File: src/rtl/eular_pipe_pkg.sv
// Shared types and defaults for the Euler-solver inter-stage pipeline buffer.
package eular_pipe_pkg;

  localparam int DEF_CH    = 2;
  localparam int DEF_W     = 4;
  localparam int DEF_CNT_W = 16;

  localparam logic [1:0] ENC_EMPTY = 2'd0;
  localparam logic [1:0] ENC_ONE   = 2'd1;
  localparam logic [1:0] ENC_FULL  = 2'd2;

  typedef enum logic [1:0] {
    EMPTY = ENC_EMPTY,
    ONE   = ENC_ONE,
    FULL  = ENC_FULL
  } buf_state_t;

endpackage

File: src/rtl/eular_pipe_slot.sv
// One data slot of the pipeline buffer: load-enabled register with synchronous clear.
module eular_pipe_slot #(
  parameter int DW = 8
) (
  input  logic          clk,
  input  logic          clr,
  input  logic          load,
  input  logic [DW-1:0] d,
  output logic [DW-1:0] q
);

  always_ff @(posedge clk) begin
    if (clr)       q <= '0;
    else if (load) q <= d;
  end

endmodule

File: src/rtl/eular_pipe_buffer.sv
// Valid/ready pipeline buffer with flush and saturating stall counter.
// Define EULAR_PIPE_BUF_SKID_EN for the two-slot skid variant with a registered in_ready.
//
// state | meaning
// EMPTY | no item held, out_valid low
// ONE   | main slot M holds the output item
// FULL  | M and skid slot S both hold items, in_ready low (skid build only)
module eular_pipe_buffer
  import eular_pipe_pkg::*;
#(
  parameter int CH    = DEF_CH,
  parameter int W     = DEF_W,
  parameter int CNT_W = DEF_CNT_W
) (
  input  logic              clk,
  input  logic              rst,
  input  logic              flush,
  input  logic              in_valid,
  output logic              in_ready,
  input  logic [CH*W-1:0]   in_data,
  output logic              out_valid,
  input  logic              out_ready,
  output logic [CH*W-1:0]   out_data,
  output logic [CNT_W-1:0]  stall_cnt
);

  localparam int DW = CH * W;

  buf_state_t state, state_nxt;
  logic in_fire, out_fire;
  logic m_load;
  logic [DW-1:0] m_d;

  assign out_valid = (state != EMPTY);
  assign in_fire   = in_valid & in_ready;
  assign out_fire  = out_valid & out_ready;

`ifdef EULAR_PIPE_BUF_SKID_EN
  logic s_load, m_from_s, in_ready_q;
  logic [DW-1:0] s_q;

  assign in_ready = in_ready_q;
  assign m_d      = m_from_s ? s_q : in_data;

  eular_pipe_slot #(.DW(DW)) u_slot_s (
    .clk  (clk),
    .clr  (rst),
    .load (s_load),
    .d    (in_data),
    .q    (s_q)
  );

  // Registered from next state so out_ready never reaches in_ready combinationally.
  always_ff @(posedge clk) begin
    if (rst || flush) in_ready_q <= 1'b1;
    else              in_ready_q <= (state_nxt != FULL);
  end
`else
  assign in_ready = ~out_valid | out_ready;
  assign m_d      = in_data;
`endif

  eular_pipe_slot #(.DW(DW)) u_slot_m (
    .clk  (clk),
    .clr  (rst),
    .load (m_load),
    .d    (m_d),
    .q    (out_data)
  );

  always_ff @(posedge clk) begin
    if (rst || flush) state <= EMPTY;
    else              state <= state_nxt;
  end

  always_comb begin
    state_nxt = state;
    m_load    = 1'b0;
`ifdef EULAR_PIPE_BUF_SKID_EN
    s_load    = 1'b0;
    m_from_s  = 1'b0;
`endif
    case (state)
      EMPTY: begin
        if (in_fire) begin
          state_nxt = ONE;
          m_load    = 1'b1;
        end
      end
      ONE: begin
        if (in_fire && out_fire) begin
          m_load = 1'b1;
`ifdef EULAR_PIPE_BUF_SKID_EN
        end else if (in_fire) begin
          state_nxt = FULL;
          s_load    = 1'b1;
`endif
        end else if (out_fire) begin
          state_nxt = EMPTY;
        end
      end
`ifdef EULAR_PIPE_BUF_SKID_EN
      FULL: begin
        if (out_fire) begin
          state_nxt = ONE;
          m_load    = 1'b1;
          m_from_s  = 1'b1;
        end
      end
`endif
      default: state_nxt = EMPTY;
    endcase
    // Flush and reset drop the offered item; data slots keep contents on flush.
    if (rst || flush) begin
      state_nxt = EMPTY;
      m_load    = 1'b0;
`ifdef EULAR_PIPE_BUF_SKID_EN
      s_load    = 1'b0;
`endif
    end
  end

  always_ff @(posedge clk) begin
    if (rst || flush)
      stall_cnt <= '0;
    else if (out_valid && !out_ready && (stall_cnt != {CNT_W{1'b1}}))
      stall_cnt <= stall_cnt + 1'b1;
  end

endmodule

File: config.mk
export PLATFORM = sky130hd
export DESIGN_NAME = eular_pipe_buffer
export DESIGN_NICKNAME = d
export VERILOG_FILES = /design/src/rtl/eular_pipe_pkg.sv /design/src/rtl/eular_pipe_slot.sv /design/src/rtl/eular_pipe_buffer.sv
export SDC_FILE = /design/constraint.sdc
export NUM_CORES = 1
export LEC_CHECK = 0
export CORE_AREA = 2 2 49 51
export DETAILED_ROUTE_END_ITERATION = 6
export DIE_AREA = 0 0 51 53
export DONT_BUFFER_PORTS = 1
export GPL_ROUTABILITY_DRIVEN = 0
export PLACE_DENSITY = 0.67
export REMOVE_ABC_BUFFERS = 1
export SETUP_SLACK_MARGIN = 0.15
export SYNTH_ARGS = -nofsm -noshare
export SYNTH_HDL_FRONTEND = slang
export SYNTH_SLANG_ARGS = --single-unit
File: constraint.sdc
create_clock -name clk -period 3.65 [get_ports clk]
set_input_delay 0.5475 -clock clk [delete_from_list [all_inputs] [get_ports clk]]
set_output_delay 0.5475 -clock clk [all_outputs]
set_load 0.1 [all_outputs]
# After elaboration in Yosys (flattened, before gate mapping)
# Index checks and enable logic that the tools add are counted.
# word_totals
regBits	26
input_bits	13
output_inout_bits	26
wordCells	29
# classes
addsub	1
eq_ne	5
mux	8
bitwise	4
reduce_logical	8
# ops
operator	count
16-bit by 1-bit adder with 16-bit output (second input constant)	1
16-bit inequality test (second input constant)	1
2-bit two-way mux	3
2-bit inequality test (second input constant)	3
2-bit one-hot mux with 2 select lines	1
1-bit logical AND	3
1-bit two-way mux	3
3-bit AND reduction	1
1-bit bitwise AND	2
2-bit by 1-bit equality test with 1-bit output (second input constant)	1
2-bit logical NOT	1
1-bit one-hot mux with 2 select lines	1
2-bit nonzero test	1
1-bit logical NOT	1
1-bit logical OR	1
1-bit inverter	1
1-bit bitwise OR	1

# Depth between registers and ports, before layout
# Gate-level depths: netlist of the first run.
# depth
ltp_word	8
mapped_depth	5
mapped_depth_nobuf	5

# By module
# A second synthesis of the first run with hierarchy kept.
# hier_totals
cells_unflattened	131
area_unflattened_um2	1187.4
# modules_own_cells
mod	n_inst	cells_per_inst	area_each_um2	seq_area_each_um2
eular_pipe_buffer	1	105	902.1	340.3
eular_pipe_slot	1	26	285.3	160.2

# Worst setup path after synthesis of the first run
# No wires, ideal clock.
# synth_timing
path_type	register to register
startpoint	register state[0]
endpoint	register u_slot_m.q[0]
setup_time_ns	0.127
arrival_time_ns	2.499
required_time_ns	3.523
path_slack_ns	1.023
stages_incl_launch_ff	6
n_path_buf	0
synth_period_minus_slack_ns	2.627
path_cell_list	dfxtp_1 > nor2b_1 > inv_1 > nand3_1 > mux2i_1 > nor2_1
# synth_between
elab_chain_len	8
word_cells_on_any_way	12
classes_between	1 x eq/ne; 4 x mux; 4 x bitwise; 3 x reduce/logical
# synth_lines
item	line	text
from (decl)	eular_pipe_buffer.sv:29	buf_state_t state, state_nxt;
from (signal assigned)	eular_pipe_buffer.sv:73	else state <= state_nxt;
2-bit nonzero test *	eular_pipe_buffer.sv:34	assign out_valid = (state != EMPTY);
1-bit inverter *	eular_pipe_buffer.sv:59	assign in_ready = ~out_valid | out_ready;
1-bit bitwise OR *	eular_pipe_buffer.sv:59	
via in_ready	eular_pipe_buffer.sv:19	output logic in_ready,
1-bit bitwise AND *	eular_pipe_buffer.sv:35	assign in_fire = in_valid & in_ready;
1-bit logical AND	eular_pipe_buffer.sv:91	if (in_fire && out_fire) begin
1-bit two-way mux	eular_pipe_buffer.sv:91	
1-bit one-hot mux with 2 select lines *	eular_pipe_buffer.sv:83	case (state)
1-bit two-way mux *	eular_pipe_buffer.sv:114	if (rst || flush) begin
to (signal assigned)	eular_pipe_slot.sv:13	if (clr) q <= '0;
to (signal assigned)	eular_pipe_slot.sv:14	else if (load) q <= d;
to (decl)	eular_pipe_slot.sv:9	output logic [DW-1:0] q
# The timed path passes the listed nets; every way through them passes the cells marked *.
# A chain may end at the register's enable or synchronous reset.

# Worst setup path after layout of the first run
# layout_timing
startpoint	register stall_cnt[9]
endpoint	register stall_cnt[13]
# layout_between
elab_chain_len	2
word_cells_on_any_way	3
classes_between	1 x add/sub; 1 x eq/ne; 1 x reduce/logical
# layout_lines
item	line	text
from (decl)	eular_pipe_buffer.sv:24	output logic [CNT_W-1:0] stall_cnt
from (signal assigned)	eular_pipe_buffer.sv:127	stall_cnt <= stall_cnt + 1'b1;
parallel branches: the longest is 2 deep, another holds 16-bit by 1-bit adder with 16-bit output	--	
# Several ways; the timed one is not identified.

==> results.txt, run 1 <==
The flow ran to the end, and the final reports show no timing, DRC or antenna violations. The clock latency on the worst-skew pair is approximately 330 ps. The stage delay of the slowest cell on the critical path came out at 1080 ps. Entering global routing, the biggest net connects 16 pins. The synthesized design contains 25 register bits. The post-synth design cell area is about 0.0011 mm^2. For this run, the leading register cell type out of synthesis is dfxtp_1. The largest clock skew in the final design came out at roughly 10 ps. The headroom to the max-slew limit is 24.78%. The endpoint required time on the critical path came out at 3870 ps. For the pin with the worst max-slew slack, the measured transition is between 1000 and 1500 ps.

In this run the count of I/O pins placed on the die edge is 39. After clock tree synthesis, the clock-pin slew on the worst setup and hold paths is 150 ps. IR analysis of the VDD net gives a maximum drop of 0.0002618 V.

Fill cells in the final layout number between 150 and 200. In the layout the commonest cells are dfxtp_1, nor2_1, buf_4, mux2i_1, a21oi_1. The detailed router used layers up to and including met4. The maximum root-to-sink buffer count is 2. The DRC violation count after routing came out at 0. After synthesis, the mean cell area works out to between 8 and 9 um^2. The final cell area excluding filler cells came out at around 0.0013 mm^2. Counting every instance in the synthesized netlist gives 128. The DRC marker count from the first detailed-route iteration came out at 20. The worst setup path is captured at a flop. After legalization and detailed placement, the total HPWL measured between 1.5 and 2 mm. The setup fix buffers added after clock tree synthesis came out at 0. The number of antenna violations at the first check in global routing is 0. The sum of met3 wire segment lengths after detailed routing came out at 178 um.

The top achievable clock speed came out at 372.1 MHz. The post-layout net count is approximately 160. The kind of start point of the critical path is a flop. The max-cap violation count came out at 0. The end-of-flow core utilization is 59.64%. After floorplanning, the core was divided into 17 placement rows.

The count of warnings emitted by yosys is 0. The path class of the tightest hold or removal check is input port to flop. The standby leakage power is 0.0004995 uW. The met1 wire length came out at 1.141 mm. TritonCTS built the clock tree. The die is about 53 um tall. After detailed routing, the average wire length per cell comes to ~15 um. The total placed instance area is 0.001251 mm^2. The detailed router placed 1017 vias in this run. Cells with a size suffix above 1 make up between 10% and 20% of the layout. The floorplan step defined a core boundary enclosing roughly 0.0021 mm^2.

Global routing used between 10% and 20% of the available tracks. The residual overflow from global routing came out at 0. The count of flip-flops with a built-in enable after synthesis came out at 0. The setup path with the least slack is of type flop to flop.

The routed wire length came out at 2.533 mm. The cell sitting at the root of the clock tree is a clkbuf_4. The worst path meets setup with just under 1000 ps of slack. The peak fanout along the critical path came out at 8.

The count of final setup violators is 0. The share of the yosys chip area belonging to registers came out at around 44%. The repair_antennas step left the layout with diodes totalling 0. The signal arrival time at the worst endpoint came out at 2910 ps.

The first-pass GRT wire length is between 3 and 4 mm. The floorplan step defined a die boundary enclosing about 0.0027 mm^2. Compared with the post-synthesis result, the final layout area differs by 13.40%. The number of global-route vias before repair is approximately 860. The hold-fix buffer count after cts is 0. The critical path goes through nand4_1, nor4_1, and3_1, o21ai_0. Counting flops with an async set or reset pin after synthesis yields a share of 0%. The clock net sink count is 25.

After layout, the worst path uses 73.64% of the clock period. The number of instances resized during post-cts repair is 0. Measured along the x axis, the die boundary spans just over 50 um. The count of final hold-check violations came to 0.

The final-report max-slew violation count is 0. The cell area power density is between 300 and 400 mW/mm^2. The unique cell type count in the Yosys netlist is 32. The starting utilization of the core area came out at 52.59%. The number of buffers inserted during clock tree synthesis is 3. The library cell used most frequently in the layout, excluding fill and tap cells, is dfxtp_1. The post-layout minimum cycle time is 2688 ps.

The slowest library cell on the worst path is dfxtp_1. The remaining antenna violation count after routing came out at 0. The detailed-routing iteration count for the pre-antenna-repair pass is 4. The number of H-tree levels came out at 1. The post-placement worst setup slack is between 1000 and 1500 ps. Input and output buffers added on the ports amount to 0. The total negative setup slack is 0 ps. The detailed route wirelength on metal2 is roughly 1.2 mm. The number of vias per cell after detailed routing is 5.982. Setup repair after global routing left no endpoint under its margin.
## layer usage
metal	up-vias	GRT usage [%]
met5	-	0
met4	0	8.108
met3	4	5.367
met2	31	30.30
met1	470	25.00
li1	512	-
## power breakdown
group | switching, uW | internal (uW)
Combinational | 16.4 | 6.93
Clock | 89.5 | 41.9
Sequential | 23.4 | 277
Total | 129 | 325
## synthesized netlist by cell type (all sizes together) (5+ instances only)
| cell type | instances | area (um^2) |
|---|---|---|
| nand3 | 6 | 35.03 |
| and3 | 5 | 33.78 |
| a21oi | 7 | 35.03 |
| nand2 | 6 | 22.52 |
| dfxtp | 25 | 500.5 |
| mux2i | 9 | 90.09 |
| nand4 | 5 | 31.28 |
| nor3 | 5 | 25.02 |
| or3 | 5 | 37.54 |
| nor2 | 15 | 56.30 |
| inv | 5 | 18.77 |
| o21ai | 6 | 30.03 |
## final timing paths
path                     start            end  slack (ps)  depth (start not counted)
setup reg to reg  stall_cnt[9]  stall_cnt[13]         960                          4
hold reg to reg   stall_cnt[4]   stall_cnt[4]         540                          1
setup / recovery  stall_cnt[9]  stall_cnt[13]         960                          4
hold / removal             rst  u_slot_m.q[2]         260                          1
## area by class of cell
| cell class | count | area [um^2] | area share (%) |
|---|---|---|---|
| multi-input combinational | 95 | 599.3 | 46.78 |
| tap | 28 | 35.03 | 2.734 |
| sequential | 25 | 500.5 | 39.06 |
| clock inverter | 1 | 7.507 | 0.5859 |
| inverter | 5 | 18.77 | 1.465 |
| clock buffer | 3 | 22.52 | 1.758 |
| timing repair buffer | 13 | 97.59 | 7.617 |
## flip-flops by register name (all words and copies together), names as in the netlist
signal      cells
u_slot_m.q      8
stall_cnt      16
state           1
## stage by stage
step / hold WS (ps) / instances / total power [uW]
global route: 240.1 / 170 / 472.8
global placement: 505.4 / 166 / 328.7
floorplan: 619.9 / 125 / 325.0
detailed placement: 515.4 / 166 / 329.3
CTS: 257.3 / 170 / 459.4
finish: 263.3 / 170 / 454.7
## cells by family (layout without fill, tap and decap cells)
group / count (synthesis) / in the layout / share of synthesized area, %
AO/OA/AOI/OAI: 26 / 26 / 14.29
flip-flops: 25 / 25 / 44.30
adder cells (fa/ha/maj): 1 / 1 / 1.107
AND/OR/NAND/NOR: 59 / 59 / 29.68
buffers and inverters: 8 / 22 / 2.658
multiplexers: 9 / 9 / 7.974
## critical path: cells and delay by family (launching register included)
family,cells,cell delay (ps)
flip-flops,1,1080
AO/OA/AOI/OAI,1,80
AND/OR/NAND/NOR,3,1410
(Power assumes the default switching activity.)
==> run 2, diff against run 1 <==
ABC_AREA = 1   (was unset)
CORE_AREA = 2 2 52 54   (was 2 2 49 51)
DIE_AREA = 0 0 54 56   (was 0 0 51 53)
PLACE_DENSITY = 0.69   (was 0.67)
clock period = 2.5 ns   (was 3.65 ns; I/O delays follow)
==> run 2 against run 1 <==
Against the previous run:
- register-to-register slack got worse by 180 ps
- synthesized area increased by 17%
- via count increased by 35%
- non-clock buffer count increased by 13
- die area increased by 12%
- synthesized cell count increased by 51%
==> results.txt, run 2 <==
The instance count after placement with tap cells included is roughly 240. For this run, the top clock speed supported by timing is roughly 600 MHz. The average cell area after synthesis is between 6 and 7 um^2. The routed design has a little over 3 mm of wire. The largest registers in the layout are stall_cnt: 16 flops, u_slot_m.q: 8 flops, state: 1 flops. The number of global-route vias before repair is around 1300. The final worst setup slack came out at between 700 and 800 ps.

The type of the setup path with the least slack is flop to flop. The total of buffers placed on input and output ports came out at 0. Headroom to the max-slew limit came out at between 60% and 70%.

The global-route track usage on met3 came out at under 10%. The largest clock skew in the final design came out at around 10 ps. Setup repair after global routing left no endpoint under its margin. The clock-pin slew on the worst setup and hold paths came out at 150 ps. The share of async-settable or async-resettable flops after synthesis came out at 0%. The library cell used as clock root buffer is clkbuf_4. Before antenna repair, the detailed router went through 4 iterations. STA classifies the critical path endpoint as a flop. The residual overflow from global routing is 0.

The kind of start point of the critical path is a flop. The family with the most delay on the worst path is simple AND/OR/NAND/NOR gates. The repair_antennas step left the layout with diodes totalling 0. The cell area power density came out at between 400 and 500 mW/mm^2. The clock net sink count is 25. The final-report max-slew violation count is 0. The flow ran to the end, and the final reports show no timing, DRC or antenna violations. The peak fanout along the critical path is 20. After detailed routing, the average wire length per cell comes to between 10 and 15 um. The post-placement worst setup slack came out at ~840 ps. The hold-fix buffer count after cts came out at 0.

The top-level port count is 39. The library cells used most frequently in the layout, excluding fill and tap cells, are nand2_1, nor2_1, buf_4, dfxtp_1, a21oi_1. The starting utilization of the core area came out at between 50% and 60%. At the worst endpoint, the required time is approximately 2700 ps. The number of antenna violations at the first check in global routing came out at 0.

In this run, post-CTS repair resized a total of 0 instances. The worst vdd rail ir drop came out at between 0.0003 and 0.0004 V. The stage delay of the slowest cell on the critical path came out at around 460 ps. The met1 layer usage reported by global route came out at 25.25%. The aggregate global-route resource usage came out at between 20% and 30%.

The maximum root-to-sink buffer count is 2. For the pin with the worst max-slew slack, the measured transition is around 570 ps. The count of warnings emitted by yosys is 0. The fraction of layout instances using a drive strength above 1 is about a fifth. The number of different library cells used by synthesis comes to 22. Setup total negative slack on the finished layout was measured at 0 ps.

The setup fix buffers added after clock tree synthesis came out at 0. The clock period could shrink to about 1700 ps. After detailed routing, the number of vias per cell comes to 5.569. The number of buffers and inverters on the critical path is 0. The number of instances in the synthesized netlist came out at 193. In the synthesized netlist the dominant register cell turns out to be dfxtp_1. More flip-flops sit in one register than any other, and that register is stall_cnt.

The standby leakage power is about 0.00056 uW. The worst hold slack after final layout came out at ~84 ps. The count of final hold-check violations came to 0. The critical path goes through ha_1, nand2_1, nor2_4, nand4_2, a21oi_1, nor2_1. Data arrives at the worst endpoint at between 1500 and 2000 ps.

The largest net degree at the start of global routing is 27. The DRC violation count after routing came out at 0. The largest total area in the synthesized netlist belongs to dfxtp_1.

The core region is approximately 0.0024 mm^2. The die covers around 0.003 mm^2. The number of buffers inserted during clock tree synthesis is 3. The post-synthesis to final-layout area growth is 15.48%. The post-detailed-placement half-perimeter wirelength came out at 2.333 mm.

Of the post-synthesis cell area, the dominant cell type holds between 30% and 40%. Counting flops with a built-in enable in the synthesized netlist gives 0. The first-pass GRT wire length is approximately 5 mm. The class of the most critical hold timing path is input port to flop. The number of H-tree levels is 1. The count of placed standard cells in the final layout, fillers left out came out at between 200 and 250. Sorting the synthesized cells by area gives the leading types as dfxtp_1, nand2_1, nor2_1. The register with the most flip-flops in the layout has 16 of them. The height of the die came out at ~56 um. The share of the clock period used by the worst path after layout came out at 68.59%. The slowest library cell on the worst path is nand4_2. The post-synth design cell area is 0.001318 mm^2. The overall die width is ~54 um. In this run the most critical hold path is launched from rst. The synthesis-stage register bit count is 25.

The overall power after layout is 681.9 uW. The remaining antenna violation count after routing is 0. TritonCTS built the clock tree. The startpoint identified for the worst register-to-register timing path is stall_cnt[0]. The clock latency on the worst-skew pair came out at between 300 and 400 ps.

The layer flagged by global routing as most heavily used is met2. The row count came out at 18. The commonest cells after synthesis are nand2_1, nor2_1, dfxtp_1, a21oi_1, nand3_1. For this block, the via count after detailed routing is 1370. The post-layout net count is 231.

The count of final setup violators is 0. In the global route stage, met2 resource usage came out at a little under two fifths. The share of the yosys chip area belonging to registers is 37.99%. The tool flagged a number of max-cap violations equal to 0.

The DRC marker count from the first detailed-route iteration is 34. The most instantiated library cell after synthesis is nand2_1. The most critical setup path has its startpoint at stall_cnt[0].

The leading cell type in the layout, fill and taps excluded is nand2_1.
[run 2: changes by cell type after synthesis, sizes merged, moves of 5 or more]
| cell | previous run | this run |
|---|---|---|
| nand4 | 5 | 10 |
| and3 | 5 | 0 |
| inv | 5 | 15 |
| or3 | 5 | 0 |
| a21oi | 7 | 21 |
| nand3 | 6 | 21 |
| nor2 | 15 | 42 |
| nand2 | 6 | 44 |
| buf | 0 | 6 |
| mux2i | 9 | 0 |
[run 2: area by class of cell]
cell class / instances / area, um^2
flip-flops and latches: 25 / 500.5
fillers: 228 / 910.9
well taps: 30 / 37.54
clock inverters: 1 / 7.507
inverters: 15 / 56.30
multi-input cells: 146 / 701.9
clock buffers: 3 / 22.52
repair buffers: 26 / 195.2
[run 2: worst reg2reg max path: cells and delay by family, from the launching register on]
family,cells,cell delay (ps)
DFF,1,370
adders and majority gates,1,170
AOI/OAI and AO/OA,1,310
and+or+nand+nor,4,780
[run 2: cells by family (layout without fill, tap and decap cells)]
logic type	Yosys count	after routing	synth area share [%]
flops	25	25	37.99
simple gates	120	120	42.35
compound gates	25	25	9.972
fa+ha+maj	1	1	0.9495
buf+inv	22	45	8.736
[run 2: per-layer routing]
layer  routed length, um  vias to the layer above
met1                1293                      630
li1                    -                      678
met2                1591                       56
met4                  32                        0
met3                 196                        6
met5                   0                        -
[run 2: metrics by stage]
stage               cell area, um^2  util [%]
finish                         1521     62.55
CTS                            1521     62.55
global route                   1521     62.55
global placement               1491     61.32
detailed placement             1491     61.32
floorplan                      1259         -
[run 2: path summary, 6_finish.rpt]
path         slack (ps)  cells past startpoint             to
max                 790                      6  stall_cnt[14]
min                  80                      1  u_slot_m.q[5]
max reg2reg         790                      6  stall_cnt[14]
min reg2reg         470                      2  u_slot_m.q[7]
[run 2: where the power goes]
part           internal [uW]  leakage (uW)  switching (uW)  total (uW)
logic                   17.2      0.000345            66.5        83.7
registers                404      0.000202            2.29         407
clock network           61.2     0.0000139             130         192
total                    483      0.000561             199         682
==> run 3, diff against run 2 <==
PLACE_DENSITY = 0.72   (was 0.69)
clock period = 1.5 ns   (was 2.5 ns; I/O delays follow)
==> run 3 against run 2 <==
Against the previous run:
- clock power up 66%
- critical endpoint is now stall_cnt[12]
- clock-buffer cell count unchanged
- combinational power up 92%
- global-route usage up 1.4 points
- largest power group unchanged
- final cell count up 4.5%
- sequential power up 67%
- first-iteration DRC count up 18%
- register-to-register slack worse by 630 ps
- non-clock buffer count up 11
==> results.txt, run 3 (synthesis gave the netlist of run 2 again) <==
The flow ran to the end, and the final reports show no timing, DRC or antenna violations. The height of the die is 56 um. The signal arrival time at the worst endpoint is ~1600 ps. Compared with the post-synthesis result, the final layout area differs by 30.96%. The floorplan has 18 rows. The fraction of layout instances using a drive strength above 1 came out at between 30% and 40%. CTS saw 25 sinks. The post-layout net count came out at 242. The largest registers in the layout are stall_cnt: 16 flops, u_slot_m.q: 8 flops, state: 1 flops.

The routed wire length is about 3.4 mm. The endpoint required time on the critical path is approximately 1700 ps. The DRC violation count after routing is 0.

In this run the clock root is driven by a clkbuf_4. The worst hold path belongs to the class input port to flop. Max-cap violations in this run came to 0. The die area came out at ~0.0030 mm^2. The overall die width is around 54 um.

The count of final setup violators came out at 0. For the pin with the worst max-slew slack, the measured transition is approximately 300 ps. The worst pin sits at a relative slew slack of 80.27%. Counting flops per register, the top entry is stall_cnt.

The first detailed-routing pass ran for 4 iterations. In this run the most critical hold path is launched from in_valid. CTS built an H-tree with a depth of 1. The reg-to-reg startpoint is stall_cnt[0]. The largest individual stage delay along the critical path comes from the cell dfxtp_2. The final-report max-slew violation count is 0.

The overall via count from detail_route is 1413. The first-pass GRT wire length is 5.250 mm. After layout, the worst path uses about nine tenths of the clock period. The mean routed wirelength per cell is about 13 um.

The flip-flop count of the largest register after layout is 16. Measured on the finished design, the core utilization comes to a little under three quarters. The aggregate global-route resource usage is between 20% and 30%.

Summing all placed instances gives a cell area of 0.001529 mm^2. The family with the most delay on the worst path is simple AND/OR/NAND/NOR gates. The cell area power density is 671.2 mW/mm^2. The peak fanout along the critical path is 5. The number of buffers inserted during clock tree synthesis is 3. The total of buffers placed on input and output ports is 0. The repair_antennas step left the layout with diodes totalling 0. The worst vdd rail ir drop came out at 0.0007843 V.

The slack of the worst reg-to-reg path is roughly 150 ps. The number of global-route vias before repair is approximately 1300. Setup repair after global routing could not meet its margin everywhere.

The top-level port count is 39. The stage delay of the slowest cell on the critical path came out at about 380 ps. In the layout the commonest cells are nand2_1, nor2_1, buf_4, a21oi_1, nand3_1. The largest net degree at the start of global routing came out at 16. The largest clock skew in the final design is around 11 ps.

The kind of start point of the critical path is a flop. The worst hold path terminates at state[0]. The number of cells traversed by the worst register-to-register path came out at 8. The count of final hold-check violations came out at 0. The standby leakage power came out at 0.0006471 uW.

Global routing finished with a remaining overflow of 0. The DRC marker count from the first detailed-route iteration came out at 40. The post-layout minimum cycle time came out at 1346 ps. After clock tree synthesis, the clock-pin slew on the worst setup and hold paths is approximately 150 ps. The category of the worst setup path capture point is a flop. The core area came out at around 0.0024 mm^2.

The starting utilization of the core area came out at 54.17%. The number of antenna violations at the first check in global routing is 0. The remaining antenna violation count after routing is 0. The later pin in the worst-skew pair is clocked with a latency of approximately 330 ps. The worst register-to-register path ends at stall_cnt[12].

The post-detailed-placement half-perimeter wirelength is between 2 and 2.5 mm. Walking the worst path, the cells encountered are ha_4, nand2_2, nor2_4, inv_1, nor2_2, nand3_2, o21ai_1, nor2_1. The maximum root-to-sink buffer count came out at 2.

The library cell used most frequently in the layout, excluding fill and tap cells, is nand2_1. The critical path is of the flop to flop type. TritonCTS built the clock tree. The final cell area excluding filler cells came out at between 0.0015 and 0.002 mm^2.

The top achievable clock speed came out at ~740 MHz. Counting instances, the worst hold path has a depth of 1. The number of vias per cell after detailed routing came out at between 5 and 6. Counting both buffers and inverters, the worst setup path holds a total of 1.
[run 3: cell types whose count changed in the layout (fill, tap and decap cells not counted), sizes merged]
cell | before | now
buf | 26 | 35
clkbuf | 3 | 4
dlygate4sd3 | 0 | 1
[run 3: cell type report]
type / count / area (um^2)
Inverter: 15 / 56.30
Timing Repair Buffer: 37 / 325.3
Clock inverter: 1 / 7.507
Tap cell: 30 / 37.54
Multi-Input combinational cell: 146 / 762.0
Sequential cell: 25 / 514.2
Clock buffer: 3 / 22.52
Fill cell: 188 / 706.9
[run 3: power breakdown]
group	switching (uW)	internal, uW
logic	119	42.3
registers	5.31	673
clock network	216	102
total	340	818
[run 3: per-stage QoR]
| stage | instances | hold WS [ps] | setup TNS [ps] | power (uW) | setup WS [ps] |
|---|---|---|---|---|---|
| after detailed placement | 247 | 296.8 | 0 | 836.0 | 6.357 |
| after global routing | 257 | 17.04 | 0 | 1194 | 75.20 |
| after global placement | 247 | 294.8 | 0 | 832.9 | 83.47 |
| final | 257 | 21.25 | 0 | 1158 | 153.7 |
| after CTS | 254 | 23.17 | 0 | 1148 | 139.1 |
| after floorplan | 186 | 294.1 | -21570 | 805.6 | -1042 |
[run 3: worst max-delay path by stage]
stage	end	slack [ps]	cells after the start	startpoint
CTS	stall_cnt[14]	140	6	stall_cnt[12]
finish	stall_cnt[12]	150	8	stall_cnt[0]
global placement	u_slot_m.q[4]	80	5	state[0]
global route	stall_cnt[14]	80	7	stall_cnt[4]
floorplan	stall_cnt[15]	-1040	7	state[0]
detailed placement	u_slot_m.q[5]	6	5	state[0]
[run 3: routing by layer]
metal | part of all wire, % | global-route usage (%)
met5 | 0 | 0
met4 | 0.74 | 8.571
met3 | 5.8 | 3.495
met2 | 53 | 38.85
met1 | 41 | 27.24
[run 3: worst reg2reg max path: stages (launching register included)]
cell	delay, ps
dfxtp_2	380
ha_4	130
nand2_2	70
nor2_4	140
inv_1	90
nor2_2	140
nand3_2	100
o21ai_1	150
nor2_1	60
[run 3: what timing repair did]
| item | 4_1_cts | 5_1_grt |
|---|---|---|
| pin swaps | 4 | 7 |
| endpoints found under the hold margin | 8 | 0 |
| endpoints found under the setup margin | 26 | 25 |
| resized for setup | 10 | 25 |
| cloned | 0 | 1 |
| hold buffers | 1 | 0 |
| setup buffers | 2 | 2 |
